File: config.mk
export PLATFORM = sky130hd
export DESIGN_NAME = tt_um_sujith_alu4_bist
export DESIGN_NICKNAME = d
export VERILOG_FILES = /design/src/rtl/tt_alu4_pkg.sv /design/src/rtl/alu4_golden.sv /design/src/rtl/tt_um_sujith_alu4_bist.sv
export SDC_FILE = /design/constraint.sdc
export NUM_CORES = 1
export LEC_CHECK = 0
export BUFFER_PORTS_ARGS = -buffer_cell sky130_fd_sc_hd__buf_4
export CAP_MARGIN = 0
export CORE_ASPECT_RATIO = 1.25
export CORE_UTILIZATION = 55
export CTS_CLUSTER_SIZE = 12
export DETAILED_ROUTE_END_ITERATION = 10
export PLACE_DENSITY = 0.84
export SYNTH_ARGS = -nofsm -noshare
export SYNTH_HDL_FRONTEND = slang
export SYNTH_SLANG_ARGS = --single-unit
File: constraint.sdc
create_clock -name clk -period 6.2 [get_ports clk]
set_input_delay 1.55 -clock clk [delete_from_list [all_inputs] [get_ports clk]]
set_output_delay 1.55 -clock clk [all_outputs]
set_load 0.02 [all_outputs]
File: src/rtl/tt_alu4_pkg.sv
// Shared definitions for the 4-bit ALU built-in self-test block.
//   state_t            : BIST sequencer states
//   OP_ADD..OP_PASS    : opcodes driven onto uio_out[2:0]
//   LAST_VECTOR        : final {opcode,A,B} index of a run (opcode 7 is never issued)
//   UIO_*_BIT          : bit positions on the uio bus
//   UIO_OE_VALUE       : fixed output-enable pattern (bit 3 is the start input)
package tt_alu4_pkg;

  typedef enum logic [2:0] {
    IDLE,
    DRIVE,
    SETTLE,
    CHECK,
    DONE
  } state_t;

  localparam logic [2:0] OP_ADD  = 3'd0;
  localparam logic [2:0] OP_SUB  = 3'd1;
  localparam logic [2:0] OP_AND  = 3'd2;
  localparam logic [2:0] OP_OR   = 3'd3;
  localparam logic [2:0] OP_XOR  = 3'd4;
  localparam logic [2:0] OP_NOT  = 3'd5;
  localparam logic [2:0] OP_PASS = 3'd6;

  localparam logic [10:0] LAST_VECTOR = 11'h6FF;

  localparam int UIO_START_BIT = 3;
  localparam int UIO_BUSY_BIT  = 4;
  localparam int UIO_DONE_BIT  = 5;
  localparam int UIO_PASS_BIT  = 6;
  localparam int UIO_FAIL_BIT  = 7;

  localparam logic [7:0] UIO_OE_VALUE = 8'b1111_0111;

endpackage

File: src/rtl/alu4_golden.sv
// Combinational reference model of the external 4-bit ALU.
//   a, b     : 4-bit operands
//   opcode   : operation select (OP_ADD..OP_PASS)
//   expected : {carry, result[3:0]}
module alu4_golden
  import tt_alu4_pkg::*;
(
  input  logic [3:0] a,
  input  logic [3:0] b,
  input  logic [2:0] opcode,
  output logic [4:0] expected
);

  always_comb begin
    expected = 5'd0;
    case (opcode)
      OP_ADD:  expected = {1'b0, a} + {1'b0, b};
      // Borrow lands in bit 4 when a < b.
      OP_SUB:  expected = {1'b0, a} - {1'b0, b};
      OP_AND:  expected = {1'b0, a & b};
      OP_OR:   expected = {1'b0, a | b};
      OP_XOR:  expected = {1'b0, a ^ b};
      OP_NOT:  expected = {1'b1, ~a};
      OP_PASS: expected = {1'b0, b};
      default: expected = 5'd0;
    endcase
  end

endmodule

File: src/rtl/tt_um_sujith_alu4_bist.sv
// Exhaustive BIST sequencer for an external 4-bit ALU.
//   clk, rst_n : clock, synchronous active-low reset
//   ena        : 0 freezes all state and forces outputs to 0
//   ui_in      : ALU response, [7:4]=result, [0]=carry
//   uo_out     : stimulus {A,B}, or first failing {A,B} in DONE
//   uio_in     : [3]=start (rising-edge)
//   uio_out    : [2:0]=opcode, [4]=busy, [5]=done, [6]=pass, [7]=fail
//   uio_oe     : constant 8'b1111_0111
//
// state  | meaning
// IDLE   | waiting for start edge, outputs 0
// DRIVE  | present vector {opcode,A,B} for one cycle
// SETTLE | wait SETTLE_CYCLES for the ALU to respond
// CHECK  | compare response, advance index or finish
// DONE   | report pass/fail, wait for a new start edge
module tt_um_sujith_alu4_bist
  import tt_alu4_pkg::*;
#(
  parameter int unsigned SETTLE_CYCLES = 2
) (
  input  logic       clk,
  input  logic       rst_n,
  input  logic       ena,
  input  logic [7:0] ui_in,
  output logic [7:0] uo_out,
  input  logic [7:0] uio_in,
  output logic [7:0] uio_out,
  output logic [7:0] uio_oe
);

  localparam logic [3:0] SETTLE_LOAD = 4'(SETTLE_CYCLES - 1);

  state_t      state, state_nxt;
  logic [10:0] idx, idx_nxt;
  logic [3:0]  settle_cnt, settle_cnt_nxt;
  logic [10:0] cap_vec, cap_vec_nxt;
  logic        fail, fail_nxt;
  logic        start_q;
  logic        start_rise;
  logic        mismatch;
  logic [4:0]  expected;

  logic unused_bits;
  assign unused_bits = &{1'b0, ui_in[3:1], uio_in[7:4], uio_in[2:0]};

  assign uio_oe     = UIO_OE_VALUE;
  assign start_rise = uio_in[UIO_START_BIT] & ~start_q;

  alu4_golden u_golden (
    .a        (idx[7:4]),
    .b        (idx[3:0]),
    .opcode   (idx[10:8]),
    .expected (expected)
  );

  assign mismatch = ({ui_in[0], ui_in[7:4]} != expected);

  always_ff @(posedge clk) begin
    if (!rst_n) begin
      state      <= IDLE;
      idx        <= 11'd0;
      settle_cnt <= 4'd0;
      cap_vec    <= 11'd0;
      fail       <= 1'b0;
      start_q    <= 1'b0;
    end else begin
      state      <= state_nxt;
      idx        <= idx_nxt;
      settle_cnt <= settle_cnt_nxt;
      cap_vec    <= cap_vec_nxt;
      fail       <= fail_nxt;
      if (ena) start_q <= uio_in[UIO_START_BIT];
    end
  end

  always_comb begin
    state_nxt      = state;
    idx_nxt        = idx;
    settle_cnt_nxt = settle_cnt;
    cap_vec_nxt    = cap_vec;
    fail_nxt       = fail;
    uo_out         = 8'd0;
    uio_out        = 8'd0;

    if (ena) begin
      case (state)
        IDLE, DONE: begin
          if (start_rise) begin
            idx_nxt     = 11'd0;
            fail_nxt    = 1'b0;
            cap_vec_nxt = 11'd0;
            state_nxt   = DRIVE;
          end
        end
        DRIVE: begin
          settle_cnt_nxt = SETTLE_LOAD;
          state_nxt      = SETTLE;
        end
        SETTLE: begin
          if (settle_cnt == 4'd0) state_nxt = CHECK;
          else                    settle_cnt_nxt = settle_cnt - 4'd1;
        end
        CHECK: begin
          // Only the first mismatch of a run is captured.
          if (mismatch && !fail) begin
            fail_nxt    = 1'b1;
            cap_vec_nxt = idx;
          end
          if (idx == LAST_VECTOR) begin
            state_nxt = DONE;
          end else begin
            idx_nxt   = idx + 11'd1;
            state_nxt = DRIVE;
          end
        end
        default: state_nxt = IDLE;
      endcase

      case (state)
        DRIVE, SETTLE, CHECK: begin
          uo_out                = idx[7:0];
          uio_out[2:0]          = idx[10:8];
          uio_out[UIO_BUSY_BIT] = 1'b1;
          uio_out[UIO_FAIL_BIT] = fail;
        end
        DONE: begin
          uio_out[UIO_DONE_BIT] = 1'b1;
          uio_out[UIO_PASS_BIT] = ~fail;
          uio_out[UIO_FAIL_BIT] = fail;
          if (fail) begin
            uo_out       = cap_vec[7:0];
            uio_out[2:0] = cap_vec[10:8];
          end
        end
        default: ;
      endcase
    end
  end

endmodule

Yosys cells after proc, flatten, opt, wreduce, memory -nomap -nowiden

Cells that the tools add are included.

Bits in registers: 31
Bits of input ports: 19
Output and inout port bits: 24
Word-level logic and storage cells: 73

Add/sub/neg operators: 4
Eq/ne operators: 17
Muxes and demuxes: 25
Bitwise operators: 7
Reductions and logical operators: 14

Operators by type and width:

| operator                                                         | number |
|---|---|
| 11-bit case mux with 2 select lines                              | 2 |
| 5-bit case mux with 7 select lines                               | 1 |
| 11-bit 2-to-1 mux                                                | 3 |
| 8-bit 2-to-1 mux                                                 | 2 |
| 8-bit case mux with 2 select lines                               | 1 |
| 3-bit 2-to-1 mux                                                 | 5 |
| 3-bit by 2-bit == test with 1-bit output (second input constant) | 4 |
| 3-bit == test (second input constant)                            | 4 |
| 3-bit case mux with 4 select lines                               | 1 |
| 11-bit by 1-bit adder with 11-bit output (second input constant) | 1 |
| 11-bit == test (second input constant)                           | 1 |
| 2-bit inequality test (second input constant)                    | 5 |
| 4-bit 2-to-1 mux                                                 | 2 |
| 4-bit case mux with 2 select lines                               | 1 |
| 4-bit AND reduction                                              | 2 |
| 3-bit by 1-bit == test with 1-bit output (second input constant) | 2 |
| 3-bit logical NOT                                                | 2 |
| 3-bit case mux with 2 select lines                               | 1 |
| 3-bit AND reduction                                              | 2 |
| 4-bit by 4-bit adder with 5-bit output                           | 1 |
| 5-bit inequality test                                            | 1 |
| 4-bit by 4-bit subtractor with 5-bit output                      | 1 |
| 4-bit bitwise AND                                                | 1 |
| 4-bit logical NOT                                                | 1 |
| other kinds (15)                                                 | 20 |

Logic depth before layout (Yosys ltp)

Depth in word-level cells: 6
Gate-level depth with buffers: 14
Mapped depth without buffers: 12

By module

Synthesis repeated with hierarchy kept, for this count alone.

Cells, all modules: 306
Area, all modules: 2670.1 sq um

Modules (own cells, without submodules):

| module                 | instances | cells an instance | area an instance (sq um) | sequential area each (sq um) |
|---|---|---|---|---|
| tt_um_sujith_alu4_bist | 1         | 227               | 2063.2                   | 620.6 |
| alu4_golden            | 1         | 79                | 606.8                    | 0.0 |

Least setup slack after synthesis

No wires, ideal clock.

Path type: input to output
From: input ena
To: output uio_out[6]
Arrival: 2.477 ns
Data required time: 4.650 ns
Slack: 2.173 ns
Stages on the path: 3
Path buffers: 1
Path through: clkbuf_1 and3_1 nor2b_1

Longest elaborated chain between the ends: 1

Ends and longest elaborated chain:

| item             | line                         | RTL |
|---|---|---|
| start, declared  | tt_um_sujith_alu4_bist.sv:23 | `input logic ena,` |
| 4-bit 2-to-1 mux | tt_um_sujith_alu4_bist.sv:85 | `if (ena) begin` |
| end, declared    | tt_um_sujith_alu4_bist.sv:27 | `output logic [7:0] uio_out,` |

No other way between the ends.

Worst setup path after layout

From: register idx[9]
To: register cap_vec[10]

Longest elaborated chain between the ends: 6
Elaborated cells on any way between the ends: 12
Those cells by class: 8 x eq/ne; 1 x mux; 3 x reduce/logical

Ends and longest elaborated chain:

| item                                   | line                          | RTL |
|---|---|---|
| start, declared                        | tt_um_sujith_alu4_bist.sv:34  | `logic [10:0] idx, idx_nxt;` |
| start signal, assigned                 | tt_um_sujith_alu4_bist.sv:68  | `idx <= idx_nxt;` |
| 3-bit == test (tied with other cells)  | alu4_golden.sv:16             | `case (opcode)` |
| 5-bit case mux with 7 select lines (*) | alu4_golden.sv:16             |  |
| 5-bit inequality test (*)              | tt_um_sujith_alu4_bist.sv:56  | `assign mismatch = ({ui_in[0], ui_in[7:4]} != expected);` |
| 1-bit logical AND (*)                  | tt_um_sujith_alu4_bist.sv:105 | `if (mismatch && !fail) begin` |
| 2-bit inequality test (no line) (*)    | --                            |  |
| 4-bit AND reduction (no line) (*)      | --                            |  |
| end signal, assigned                   | tt_um_sujith_alu4_bist.sv:70  | `cap_vec <= cap_vec_nxt;` |
| end, declared                          | tt_um_sujith_alu4_bist.sv:36  | `logic [10:0] cap_vec, cap_vec_nxt;` |

Mark *: on every way between the ends. The rest lies on a longest branch, timed or not.
A chain may end at the register's enable or synchronous reset.

==> impl_results.md <==
* Outcome: finished clean
* Leakage power at 1.017 nW
* Post-synthesis cell area at 2450 sq um
* CTS tree: built
* Storage cell area at 620.6 sq um
* Sequential Power Share at 48.9%
* CP Max Fanout at 21
* CP Capture Type: flop
* First-pass GRT wire length at 9246 microns
* Max-slew violations at 0
* Via density per instance at 5.895
* IO Pins at 43
* Ratio of cells with drive above 1 in the final layout at 16.78%
* Clk pwr share at 37.6%
* Placer Congestion at 0.9245
* Final Hold Vio Count at 0
* Detailed Route Iter0 Violations at 122
* GRT Util Overall at 25.68%
* DP Wirelength at 4004 microns
* Hold Crit Class: reg2reg
* Async SR Flop Fraction at 0%
* Buffer and inverter count on the worst path at 0
* Finished Cell Area at 2644 sq um
* CTS resizes at 0
* Root Buffer: clkbuf_8
* Most common cell after layout, fill and taps aside: dfxtp_1
* Initial Utilization at 58.83%
* Total of max-cap violations at 0
* Yosys top cell by area: dfxtp_1
* Pwr/cell area at 159.3 nW/um^2
* DIE AREA at 4727 sq um
* Max Root-Sink Buffers at 2
* ANT cells at 0
* Worst R2R Setup Slack at 2.10 ns
* Final setup TNS at 0 ns
* Relative slew slack at 20.96%
* Layout Nets at 334
* Data arrival, critical path at 4.25 ns
* Largest net degree at the start of global routing at 25
* DIE HEIGHT at 76.62 microns
* Core area at 4164 sq um
* Worst-path clk slew at 0.06 ns
* Setup CP Type: reg2reg
* Post-DP Area at 2556 sq um
* Clock Skew at 0.005510 ns
* IO Port Bufs at 23
* Met2 wire length at 2804 microns
* Gate Count Post-Synth at 287
* Top sig layer: met4
* Fin crit share at 66.16%
* Overflow after GRT at 0
* Die width at 61.70 microns
* Post-CTS Hold Buffers at 0
* Post-Route WL at 5428 microns
* Tmin final at 4.102 ns
* Switch Pwr at 0.0001123 W
* Fill count at 364
* Area Growth Syn to Fin at 7.916%
* Htree depth at 2
* Synth Area per Inst at 8.536 sq um
* Final WS setup at 2.098 ns
* Internal power at 0.0003089 W
* Slowest CP cell: dfxtp_1
* Commonest non-fill, non-tap cells in the layout: dfxtp_1 (31), nand2_1 (25), buf_4 (24)
* Drt wl/cell at 15.33 microns
* Footprint of the multi-input gates at 1622 sq um
* Synth Flop Type: dfxtp_1
* Top delay family on crit path: compound AO/OA/AOI/OAI gates
* Sink Count at 31
* CP required at 6.35 ns
* Vias at 2087
* Max incr delay on CP at 0.91 ns
* Post-CTS Setup Repair Bufs at 0
* Worst-skew pair later-pin latency at 0.28 ns
* Vias in the first global route at 2028
* # rows at 26
* Setup violators final at 0
* Total CTS buffers at 5
* Post-synthesis sequential area ratio at 25.33%
* Met3 wire length at 174 microns
* DR DRC count at 0
* Comb power frac at 13.5%
* Post-place setup slack at 2.123 ns
* RSZ-0062 raised after global routing: no
* Hold Worst Slack at 0.4627 ns
* Yosys top cell area share at 25.33%
* Synthesis Warnings at 0
* Pre-Repair DR Iteration Count at 4
* Worst slew pin tran at 1.176 ns
* Remaining antenna violation count after routing at 0
* Worst vdd ir at 0.1602 mV
* Post-synth cell types at 58
* Startpoint Class: flop
* Main area contributors after synthesis: dfxtp_1 (25%), ha_1 (8.2%), o32ai_2 (5.3%), xnor2_1 (4.3%), nand2_1 (3.8%)
* FMAX at 243.8 MHz
* Switch share at 26.67%
* Core Util, Final at 63.49%
* Initial antenna violation count at 0
* Metal-1 WL at 2296 microns
* EDFF count, synth at 0
* Critical path, cell by cell: nand2b_1 -> nor2_1 -> mux2i_1 -> fa_1 -> a21o_1 -> a21oi_1 -> mux2_4 -> a2111oi_4 -> xnor2_1 -> a211o_1 -> o22ai_2
* Synthesized flop and latch total at 31
cells in the mapped netlist, types with 2 or more instances:
cell,instances
nor3_1,5
buf_4,11
nand2_1,25
nand2b_1,3
conb_1,2
buf_6,3
clkbuf_1,9
and3_1,6
a21oi_1,14
a21o_1,2
o32ai_2,8
nor2b_1,15
a22oi_1,12
ha_1,16
o21ai_1,3
nand4_1,7
o21ai_0,6
o221a_1,2
mux2i_1,6
nor2_1,23
o22ai_2,2
o211ai_1,2
buf_2,4
nand3b_1,3
a31oi_1,4
or3_1,2
and3b_1,2
inv_1,15
xor2_1,5
xnor2_1,12
dfxtp_1,31
registers in the layout, indices dropped and copies added, names as in the netlist:
| signal | flops |
|---|---|
| settle_cnt | 4 |
| idx | 11 |
| state | 3 |
| start_q | 1 |
| fail | 1 |
| cap_vec | 11 |
path summary, 6_finish.rpt:
path              startpoint           to  cells after the start
setup reg to reg      idx[9]  cap_vec[10]                     11
hold reg to reg   cap_vec[0]   cap_vec[0]                      2
setup / recovery      idx[9]  cap_vec[10]                     11
hold / removal    cap_vec[0]   cap_vec[0]                      2
metal layers:
metal / up-vias / track usage (%)
met4: 0 / 11.78
met1: 997 / 31.75
li1: 1027 / -
met2: 48 / 41.83
met5: - / 0
met3: 15 / 4.414
power groups by stage:
stage	clock (W)	sequential [W]	combinational (W)
6_report	0.000159	0.000206	0.0000567
5_1_grt	0.000171	0.000206	0.0000625
3_5_place_dp	0	0.000210	0.0000563
2_1_floorplan	0	0.000209	0.0000481
3_3_place_gp	0	0.000210	0.0000547
4_1_cts	0.000162	0.000206	0.0000566
stage by stage:
| step | power (W) | cells |
|---|---|---|
| 2_1_floorplan | 0.0002572 | 294 |
| 3_3_place_gp | 0.0002648 | 347 |
| 3_5_place_dp | 0.0002666 | 347 |
| 4_1_cts | 0.0004246 | 354 |
| 5_1_grt | 0.0004403 | 354 |
| 6_report | 0.0004212 | 354 |
tightest hold or removal path: stages, from the launching register on:
cell and delay, ns:
dfxtp_1 0.31, nand2_1 0.05, o32ai_1 0.05
kinds of logic (layout without fill, tap and decap cells):
family	count (synthesis)	in the layout	share of synthesized area [%]
xor+xnor	17	17	6.078
other cells	2	9	0.3065
fa+ha+maj	17	17	8.989
mux	8	8	3.524
flops	31	31	25.33
simple gates	98	98	21.40
buf+inv	44	48	9.550
compound gates	70	70	24.82
layout make-up:
| type | count | share of cell area (%) |
|---|---|---|
| repair buffers | 24 | 6.815 |
| clock buffers | 6 | 3.124 |
| flip-flops and latches | 31 | 23.47 |
| multi-input cells | 219 | 61.33 |
| clock inverters | 1 | 0.1893 |
| well taps | 56 | 2.650 |
| inverters | 17 | 2.414 |
No activity file was read; power rests on OpenSTA's default activity.
